File: src/rtl/simon_pkg.sv
// Shared types and defaults for the Simon tone sequencer.
package simon_pkg;

    typedef enum logic [1:0] {
        GREEN  = 2'd0,
        RED    = 2'd1,
        YELLOW = 2'd2,
        BLUE   = 2'd3
    } color_t;

    typedef enum logic [2:0] {
        S_IDLE  = 3'd0,
        S_FETCH = 3'd1,
        S_LOAD  = 3'd2,
        S_TONE  = 3'd3,
        S_GAP   = 3'd4,
        S_DONE  = 3'd5
    } state_t;

    localparam int unsigned DEFAULT_TONE_CYCLES = 25_000_000;
    localparam int unsigned DEFAULT_GAP_CYCLES  = 12_500_000;

    // Timer width wide enough for the larger phase reload value, never zero.
    function automatic int unsigned timer_width(input int unsigned a, input int unsigned b);
        int unsigned m;
        m = (a > b) ? a : b;
        return (m < 2) ? 1 : $clog2(m);
    endfunction

endpackage

File: src/rtl/seq_timer.sv
// Loadable down-counter with a zero flag, shared by the tone and gap phases.
module seq_timer #(
    parameter int unsigned W = 4
) (
    input  logic         clock,
    input  logic         reset,
    input  logic         load,
    input  logic [W-1:0] load_value,
    input  logic         dec,
    output logic         zero_c
);

    logic [W-1:0] count;

    always_ff @(posedge clock) begin
        if (reset) begin
            count <= '0;
        end else if (load) begin
            count <= load_value;
        end else if (dec && (count != '0)) begin
            count <= count - W'(1);
        end
    end

    assign zero_c = (count == '0);

endmodule

File: src/rtl/simon_tone_sequencer.sv
// Replays a Simon colour pattern from a synchronous RAM as timed on/off tone
// strobes, and plays single tap tones; busy/done are registered state decodes.
module simon_tone_sequencer
    import simon_pkg::*;
#(
    parameter int unsigned TONE_CYCLES = DEFAULT_TONE_CYCLES,
    parameter int unsigned GAP_CYCLES  = DEFAULT_GAP_CYCLES,
    parameter int unsigned ADDR_W      = 5
) (
    input  logic              clock,
    input  logic              reset,
    input  logic              start,
    input  logic [ADDR_W:0]   seq_len,
    input  logic              abort,
    input  logic              tap_valid,
    input  logic [1:0]        tap_color,
    output logic [ADDR_W-1:0] pat_addr,
    input  logic [1:0]        pat_data,
    output logic              play_audio,
    output logic [1:0]        color,
    output logic              on_off,
    output logic              busy,
    output logic              done
);

    localparam int unsigned TW = timer_width(TONE_CYCLES, GAP_CYCLES);
    localparam int unsigned LW = ADDR_W + 1;
    localparam logic [TW-1:0] TONE_LOAD = TW'(TONE_CYCLES - 1);
    localparam logic [TW-1:0] GAP_LOAD  = TW'(GAP_CYCLES - 1);

    state_t            state, state_next;
    logic [ADDR_W-1:0] index_q, index_d;
    logic [LW-1:0]     len_q, len_d;
    logic              tap_q, tap_d;
    logic              play_d, on_off_d, busy_d, done_d;
    logic [1:0]        color_d;
    logic              tmr_load, tmr_dec, tmr_zero_c;
    logic [TW-1:0]     tmr_value;
    logic              last_c;
    logic              abort_c;

    // Widened compare so len = 2^ADDR_W does not wrap.
    assign last_c  = ({1'b0, index_q} == (len_q - LW'(1)));
    assign abort_c = abort && (state != S_IDLE);
    assign pat_addr = index_q;

    seq_timer #(.W(TW)) u_timer (
        .clock      (clock),
        .reset      (reset),
        .load       (tmr_load),
        .load_value (tmr_value),
        .dec        (tmr_dec),
        .zero_c     (tmr_zero_c)
    );

    always_ff @(posedge clock) begin
        if (reset) begin
            state      <= S_IDLE;
            index_q    <= '0;
            len_q      <= '0;
            tap_q      <= 1'b0;
            play_audio <= 1'b0;
            color      <= '0;
            on_off     <= 1'b0;
            busy       <= 1'b0;
            done       <= 1'b0;
        end else begin
            state      <= state_next;
            index_q    <= index_d;
            len_q      <= len_d;
            tap_q      <= tap_d;
            play_audio <= play_d;
            color      <= color_d;
            on_off     <= on_off_d;
            busy       <= busy_d;
            done       <= done_d;
        end
    end

    always_comb begin
        state_next = state;
        case (state)
            S_IDLE: begin
                if (start) begin
                    state_next = (seq_len == '0) ? S_DONE : S_FETCH;
                end else if (tap_valid) begin
                    state_next = S_TONE;
                end
            end
            S_FETCH: state_next = S_LOAD;
            S_LOAD:  state_next = S_TONE;
            S_TONE: begin
                if (tmr_zero_c) state_next = tap_q ? S_IDLE : S_GAP;
            end
            S_GAP: begin
                if (tmr_zero_c) state_next = last_c ? S_DONE : S_FETCH;
            end
            S_DONE:  state_next = S_IDLE;
            default: state_next = S_IDLE;
        endcase
        if (abort_c) state_next = S_IDLE;
    end

    always_comb begin
        play_d    = 1'b0;
        on_off_d  = on_off;
        color_d   = color;
        index_d   = index_q;
        len_d     = len_q;
        tap_d     = tap_q;
        busy_d    = (state != S_IDLE);
        done_d    = 1'b0;
        tmr_load  = 1'b0;
        tmr_dec   = 1'b0;
        tmr_value = TONE_LOAD;
        case (state)
            S_IDLE: begin
                if (start) begin
                    len_d   = seq_len;
                    index_d = '0;
                    tap_d   = 1'b0;
                end else if (tap_valid) begin
                    color_d  = tap_color;
                    play_d   = 1'b1;
                    on_off_d = 1'b1;
                    tap_d    = 1'b1;
                    tmr_load = 1'b1;
                end
            end
            S_LOAD: begin
                color_d  = pat_data;
                play_d   = 1'b1;
                on_off_d = 1'b1;
                tmr_load = 1'b1;
            end
            S_TONE: begin
                if (tmr_zero_c) begin
                    play_d   = 1'b1;
                    on_off_d = 1'b0;
                    if (tap_q) begin
                        tap_d = 1'b0;
                    end else begin
                        tmr_load  = 1'b1;
                        tmr_value = GAP_LOAD;
                    end
                end else begin
                    tmr_dec = 1'b1;
                end
            end
            S_GAP: begin
                if (tmr_zero_c) begin
                    if (!last_c) index_d = index_q + ADDR_W'(1);
                end else begin
                    tmr_dec = 1'b1;
                end
            end
            S_DONE:  done_d = 1'b1;
            default: ;
        endcase
        // Abort silences a sounding tone and drops everything else in flight.
        if (abort_c) begin
            tap_d    = 1'b0;
            done_d   = 1'b0;
            tmr_load = 1'b0;
            tmr_dec  = 1'b0;
            index_d  = index_q;
            color_d  = color;
            play_d   = (state == S_TONE);
            on_off_d = (state == S_TONE) ? 1'b0 : on_off;
        end
    end

endmodule

File: config.mk
export PLATFORM = sky130hd
export DESIGN_NAME = simon_tone_sequencer
export DESIGN_NICKNAME = d
export VERILOG_FILES = /design/src/rtl/simon_pkg.sv /design/src/rtl/seq_timer.sv /design/src/rtl/simon_tone_sequencer.sv
export SDC_FILE = /design/constraint.sdc
export NUM_CORES = 1
export LEC_CHECK = 0
export BUFFER_PORTS_ARGS = -buffer_cell sky130_fd_sc_hd__clkbuf_2
export CAP_MARGIN = 20
export CORE_MARGIN = 2
export CORE_UTILIZATION = 55
export CTS_CLUSTER_SIZE = 16
export DETAILED_ROUTE_END_ITERATION = 10
export PLACE_DENSITY = 0.75
export SYNTH_ARGS = -nofsm -noshare
export SYNTH_HDL_FRONTEND = slang
export SYNTH_SLANG_ARGS = --single-unit
File: constraint.sdc
create_clock -name clock -period 6 [get_ports clock]
set_clock_uncertainty 0.2 [all_clocks]
set_input_delay 1.5 -clock clock [delete_from_list [all_inputs] [get_ports clock]]
set_output_delay 1.5 -clock clock [all_outputs]
set_load 0.02 [all_outputs]
==> impl_metrics.env, run 1 <==
export IMPL_async_flop_share_pct=0
export IMPL_powerDensity_nw_per_um2=292.5
export IMPL_via_per_inst=6.036
export IMPL_synth_fp_nets=313
export IMPL_worst_pin_slew_ns=0.8383
export IMPL_ys_seq_elements=46
export IMPL_period_share_pct=50.01
export IMPL_area_sequential_um2=920.9
export IMPL_placed_cell_area_um2=2586
export IMPL_port_buffers=25
export IMPL_drt_iter0_markers=108
export IMPL_maxSlewHeadroom_pct=43.74
export IMPL_p_leak_nw=0.9714
export IMPL_numCtsBuffers=5
export IMPL_status="finished, final reports clean"
export IMPL_slew_viol_final=0
export IMPL_synth_edf_count=0
export IMPL_initial_core_util_pct=56.66
export IMPL_cp_startpoint="start"
export IMPL_yosysSeqAreaShare_pct=37.59
export IMPL_die_w_um=70.74
export IMPL_hold_ws_ns=0.2802
export IMPL_combPwrFrac_pct=27.4
export IMPL_clock_sinks=46
export IMPL_ant_nets=0
export IMPL_p_int_uw=517.8
export IMPL_antenna_cells=0
export IMPL_drive_above_1_share_pct=13.69
export IMPL_routabilityCongestion=0.8340
export IMPL_r2r_cells=7
export IMPL_power_switching_uw=265.2
export IMPL_ctsResizeCount=0
export IMPL_cts_max_path_buffers=2
export IMPL_drc=0
export IMPL_power_share_clock_pct=24.8
export IMPL_hold_path_depth=2
export IMPL_hold_viol_final=0
export IMPL_synth_cell_types=50
export IMPL_end_kind="flip-flop"
export IMPL_row_count=24
export IMPL_pre_cts_ws_ns=2.730
export IMPL_drv_cap=0
export IMPL_ios=26
export IMPL_path_class="in -> reg"
export IMPL_multi_input_area_um2=1441
export IMPL_start_kind="input pin"
export IMPL_root_buffer="clkbuf_8"
export IMPL_yosysWarningCount=0
export IMPL_die_area_um2=5004
export IMPL_fin_nets=331
export IMPL_grt_usage_pct=23.03
export IMPL_worst_ir_drop_vdd_mv=0.2239
export IMPL_hpwl_mm=3.954
export IMPL_swShare_pct=33.87
export IMPL_antenna_found_initial=0
export IMPL_syn2layout_area_growth_pct=9.295
export IMPL_grt_setup_unrepaired="false"
export IMPL_coreArea_um2=4324
export IMPL_min_period_ns=3.000
export IMPL_syn_inst=295
export IMPL_cp_endpoint="u_timer.count[1]"
export IMPL_grt_overflow=0
export IMPL_synthFlopType="dfxtp_1"
export IMPL_worst_slack_ns=3.000
export IMPL_grt_max_degree=36
export IMPL_wl_mm=5.487
export IMPL_cts_tree="done"
export IMPL_setup_viol=0
export IMPL_syn_avg_cell_area_um2=8.305
export IMPL_routedWlPerCell_um=14.99
export IMPL_first_pass_iters=4
export IMPL_clkTransAtPathRegs_ns=0.09
export IMPL_rr_endpoint="u_timer.count[7]"
export IMPL_insertion_delay_ns=0.30
export IMPL_ctsHoldBuffers=0
export IMPL_crit_path_max_fanout=12
export IMPL_rrSetupSlack_ns=3.14
export IMPL_required_ns=5.94
export IMPL_p_seq_share_pct=47.8
export IMPL_cts_setup_buffers=0
export IMPL_arrival_ns=2.94
export IMPL_syn_area_um2=2450
export IMPL_grt_pass1_wl_mm=9.404
export IMPL_grt_pass1_vias=2028
export IMPL_fill_cells=404
export IMPL_rr_startpoint="u_timer.count[0]"
export IMPL_postLayoutCellArea_um2=2678
export IMPL_hp_class="reg -> reg"
export IMPL_h_tree_depth=2
export IMPL_vias=2209
export IMPL_max_freq_ghz=0.3333
export IMPL_tns_ns=0
export IMPL_die_y_um=70.74
## layout by cell type, fill, tap and decap left out, drive strengths merged, types with 3 or more instances in the layout
cell type	instances
or3	8
ha	3
nand3	7
nand4	7
xnor2	15
nand2	31
a21oi	27
dfxtp	46
o31ai	3
nor4	11
inv	5
nor2	29
nor4b	5
nor3	14
o21ai	10
and2	3
o311ai	3
xor2	15
clkbuf	32
or4	6
mux2i	3
## cells by family after synthesis
logic type | synth area share, %
buf+inv | 3.575
flops | 37.59
simple gates | 29.93
xor+xnor | 10.73
fa+ha+maj | 1.532
mux | 1.226
compound gates | 15.42
## sequential cells by signal, summed over array words and instances, names as in the netlist
register	flops
play_audio	1
done	1
pat_addr	5
on_off	1
state	3
busy	1
len_q	6
u_timer.count	25
tap_q	1
color	2
## worst max-delay path: stages
cell and delay (ns):
clkbuf_2 0.13, nand2b_1 0.15, mux2i_1 0.09, and2_1 0.25
nor2_1 0.67, a21oi_1 0.16
## stage by stage
stage          utilization [%]  power [mW]  cells
2_1_floorplan                -      0.5383    295
3_3_place_gp             59.81      0.5890    358
4_1_cts                  61.92      0.7855    366
5_1_grt                  61.92      0.8273    366
6_report                 61.92      0.7831    366
3_5_place_dp             59.81      0.5921    358
## worst min-delay path by stage
stage,startpoint,endpoint,slack [ns]
after CTS,len_q[5],len_q[5],0.28
after global placement,len_q[5],len_q[5],0.26
final,len_q[5],len_q[5],0.28
after floorplan,len_q[5],len_q[5],0.25
after global routing,len_q[5],len_q[5],0.30
after detailed placement,len_q[5],len_q[5],0.27
## final cells by class
cell class              count  share of cell area (%)
multi-input cells         228                   53.83
flip-flops and latches     46                   34.39
repair buffers             27                   5.234
clock buffers               7                   3.224
well taps                  52                   2.430
inverters                   5                  0.7009
clock inverters             1                  0.1869
## per-layer routing
| layer | up-vias | global-route usage, % | wire [µm] | part of all wire (%) |
|---|---|---|---|---|
| li1 | 1110 | - | - | - |
| met1 | 1026 | 31.57 | 2620 | 48 |
| met2 | 66 | 36.34 | 2498 | 46 |
| met3 | 7 | 4.986 | 288 | 5.2 |
| met4 | 0 | 7.547 | 80 | 1.5 |
| met5 | - | 0 | 0 | 0 |
## power groups by stage
| stage | Sequential (mW) | Combinational [mW] | Clock, mW |
|---|---|---|---|
| after floorplan | 0.376 | 0.163 | 0 |
| after global placement | 0.380 | 0.209 | 0 |
| after detailed placement | 0.380 | 0.212 | 0 |
| after CTS | 0.374 | 0.213 | 0.199 |
| after global routing | 0.380 | 0.238 | 0.210 |
| final | 0.374 | 0.215 | 0.194 |
## synthesized netlist by cell type, types with 3 or more instances
library cell / n / area share [%]
dfxtp_1: 46 / 38
nand2_1: 31 / 4.7
nor2_1: 28 / 4.3
a21oi_1: 27 / 5.5
xnor2_1: 15 / 5.4
xor2_1: 15 / 5.4
clkbuf_1: 14 / 2.1
nor3_1: 14 / 2.9
nor4_1: 9 / 2.3
o21ai_0: 9 / 1.8
nand3_1: 7 / 1.4
nand4_1: 7 / 1.8
or3_1: 7 / 1.8
or4_1: 6 / 1.8
inv_1: 5 / 0.77
nor4b_1: 5 / 1.8
and2_1: 3 / 0.77
ha_1: 3 / 1.5
mux2i_1: 3 / 1.2
o311ai_0: 3 / 1.1
o31ai_1: 3 / 0.92
Power figures use the tool's default switching activity.
==> run 2, diff against run 1 <==
--- a/config.mk
+++ b/config.mk
@@ -5,13 +5,14 @@
 export SDC_FILE = /design/constraint.sdc
 export NUM_CORES = 1
 export LEC_CHECK = 0
+export ABC_AREA = 1
 export BUFFER_PORTS_ARGS = -buffer_cell sky130_fd_sc_hd__clkbuf_2
 export CAP_MARGIN = 20
 export CORE_MARGIN = 2
 export CORE_UTILIZATION = 55
 export CTS_CLUSTER_SIZE = 16
 export DETAILED_ROUTE_END_ITERATION = 10
-export PLACE_DENSITY = 0.75
+export PLACE_DENSITY = 0.74
 export SYNTH_ARGS = -nofsm -noshare
 export SYNTH_HDL_FRONTEND = slang
 export SYNTH_SLANG_ARGS = --single-unit
==> constraint.sdc (replaced) <==
create_clock -name clock -period 2.8 [get_ports clock]
set_clock_uncertainty 0.2 [all_clocks]
set_input_delay 0.7 -clock clock [delete_from_list [all_inputs] [get_ports clock]]
set_output_delay 0.7 -clock clock [all_outputs]
set_load 0.02 [all_outputs]
==> run 2 against run 1 <==
Against the previous run:
- sequential power grew to 2.9 times the previous value
- area after synthesis grew 29%
- sequential share of layout area is 7.2 points lower
- critical path depth grew 6
- clock-buffer cell count down 2
- register-to-register slack got worse by 2.7 ns
- total power rose to 5.8 times the previous value
- routed wire length grew 34%
- die area up 27%
- via count rose by 42%
- combinational power grew to 14 times the previous value
- critical path type is now reg -> reg
- highest routed layer unchanged
==> impl_metrics.env, run 2 <==
export IMPL_cts_max_path_buffers=2
export IMPL_rr_startpoint="u_timer.count[0]"
export IMPL_die_w_um=79.69
export IMPL_status="finished, final reports clean"
export IMPL_syn_area_um2=3151
export IMPL_r2r_cells=12
export IMPL_synth_cell_types=33
export IMPL_required_ns=2.81
export IMPL_grt_max_degree=21
export IMPL_yosysMostFrequentCell="nand2_1"
export IMPL_coreArea_um2=5507
export IMPL_ctsResizeCount=0
export IMPL_rrSetupSlack_ns=0.41
export IMPL_ctsHoldBuffers=0
export IMPL_crit_path_cell_trace="inv_1, ha_1, nand2_2, nor2_8, nand2_2, clkinv_2, nand2_4, nand3_4, nand3_2, nand2_1, nor2_1, nor2_1"
export IMPL_power_mw=4.563
export IMPL_yosys_top_cells_count="nand2_1 (119), nor2_1 (87), inv_1 (57)"
export IMPL_grt_pass1_wl_mm=12.33
export IMPL_first_pass_iters=5
export IMPL_area_sequential_um2=920.9
export IMPL_initial_core_util_pct=57.21
export IMPL_grt_usage_pct=24.28
export IMPL_largest_register_ffs=25
export IMPL_multi_input_area_um2=1884
export IMPL_syn_avg_cell_area_um2=6.404
export IMPL_synth_top_cell_by_area="dfxtp_1"
export IMPL_async_flop_share_pct=0
export IMPL_hold_viol_final=0
export IMPL_place_inst=579
export IMPL_mostFrequentLayoutCell="nand2_1"
export IMPL_layout_common_cells="nand2_1 (119), nor2_1 (87), inv_1 (57)"
export IMPL_setup_viol=0
export IMPL_postLayoutCellArea_um2=3391
export IMPL_hold_path_depth=2
export IMPL_grt_setup_unrepaired="false"
export IMPL_insertion_delay_ns=0.31
export IMPL_start_kind="flip-flop"
export IMPL_cts_tree="done"
export IMPL_syn2layout_area_growth_pct=7.625
export IMPL_slowest_stage="dfxtp_1"
export IMPL_via_per_inst=5.330
export IMPL_syn_inst=492
export IMPL_hold_ws_ns=0.2695
export IMPL_antenna_cells=0
export IMPL_max_freq_ghz=0.4176
export IMPL_clkTransAtPathRegs_ns=0.09
export IMPL_ant_nets=0
export IMPL_worst_ir_drop_vdd_mv=0.6034
export IMPL_period_share_pct=85.53
export IMPL_crit_path_max_fanout=20
export IMPL_hpwl_mm=5.482
export IMPL_fin_nets=532
export IMPL_regMostFlops="u_timer.count"
export IMPL_min_period_ns=2.395
export IMPL_grt_pass1_vias=2866
export IMPL_root_buffer="clkbuf_8"
export IMPL_p_leak_nw=1.655
export IMPL_antenna_found_initial=0
export IMPL_slew_viol_final=0
export IMPL_cts_setup_buffers=0
export IMPL_yosysWarningCount=0
export IMPL_drv_cap=0
export IMPL_port_buffers=25
export IMPL_synth_area_top_cells="dfxtp_1 (29%), nand2_1 (14%), nor2_1 (10%)"
export IMPL_min_from="on_off"
export IMPL_powerDensity_nw_per_um2=1346
export IMPL_drc=0
export IMPL_die_area_um2=6350
export IMPL_numCtsBuffers=5
export IMPL_h_tree_depth=2
export IMPL_drt_iter0_markers=263
export IMPL_maxSlewHeadroom_pct=67.37
export IMPL_die_y_um=79.69
export IMPL_routabilityCongestion=0.9439
export IMPL_drive_above_1_share_pct=13.20
export IMPL_tns_ns=0
export IMPL_fill_cells=524
export IMPL_end_kind="flip-flop"
export IMPL_synth_fp_nets=510
export IMPL_vias=3129
export IMPL_synth_edf_count=0
export IMPL_ys_seq_elements=46
export IMPL_grt_overflow=0
export IMPL_yosysSeqAreaShare_pct=29.23
export IMPL_ios=26
export IMPL_placed_cell_area_um2=3282
export IMPL_worst_pin_slew_ns=0.4843
export IMPL_arrival_ns=2.40
export IMPL_clock_sinks=46
export IMPL_hold_path_end="on_off"
export IMPL_routedWlPerCell_um=12.49
export IMPL_rr_endpoint="u_timer.count[14]"
export IMPL_hp_class="reg -> reg"
export IMPL_fin_cells=587
export IMPL_synthFlopType="dfxtp_1"
export IMPL_wl_mm=7.329
export IMPL_synth_top_area_share_pct=29.23
export IMPL_max_stage_delay_ns=0.35
export IMPL_path_class="reg -> reg"
export IMPL_row_count=27
[run 2: logic make-up (layout without fill, tap and decap cells)]
group | after synthesis | count (layout) | share of synthesized area [%]
compound gates | 47 | 47 | 8.261
xor+xnor | 16 | 16 | 4.448
fa+ha+maj | 3 | 3 | 1.192
buf+inv | 73 | 96 | 10.96
flops | 46 | 46 | 29.23
simple gates | 307 | 307 | 45.91
[run 2: through the flow]
stage | util, % | worst slack (ns)
CTS | 61.58 | 0.4542
global placement | 59.60 | 0.4193
floorplan | - | 0.8682
detailed placement | 59.60 | 0.3620
finish | 61.58 | 0.4052
global route | 61.58 | 0.2489
[run 2: worst max path at each step]
stage                          start                 to  slack, ns  depth (start not counted)
floorplan                      abort  u_timer.count[15]       0.87                          7
global placement               abort  u_timer.count[22]       0.42                          7
detailed placement             abort  u_timer.count[14]       0.36                          7
CTS                 u_timer.count[0]  u_timer.count[14]       0.45                         12
global route        u_timer.count[0]  u_timer.count[14]       0.25                         12
finish              u_timer.count[0]  u_timer.count[14]       0.41                         12
[run 2: where the power goes]
part           total, mW  internal (mW)  switching, mW
Combinational       2.98           1.02           1.96
Clock              0.505          0.263          0.242
Sequential          1.08          0.874          0.209
[run 2: final cells by class]
type | instances | area share [%]
multi-input combinational | 373 | 55.57
sequential | 46 | 27.16
inverter | 60 | 6.679
timing repair buffer | 28 | 4.723
tap | 72 | 2.657
clock buffer | 5 | 2.030
clock inverter | 3 | 1.181
[run 2: routing by layer]
metal | GRT usage [%] | part of all wire (%) | up-vias
met1 | 30.91 | 47 | 1409
met5 | 0 | 0 | -
met2 | 41.26 | 47 | 92
li1 | - | - | 1616
met4 | 8.103 | 1.7 | 0
met3 | 4.299 | 4.4 | 12
[run 2: worst max-delay path, delay by kind of cell (launching register included)]
family	cells	cell delay (ns)
buffers and inverters	2	0.13
adder cells (fa/ha/maj)	1	0.23
AND/OR/NAND/NOR	9	1.38
flip-flops	1	0.35
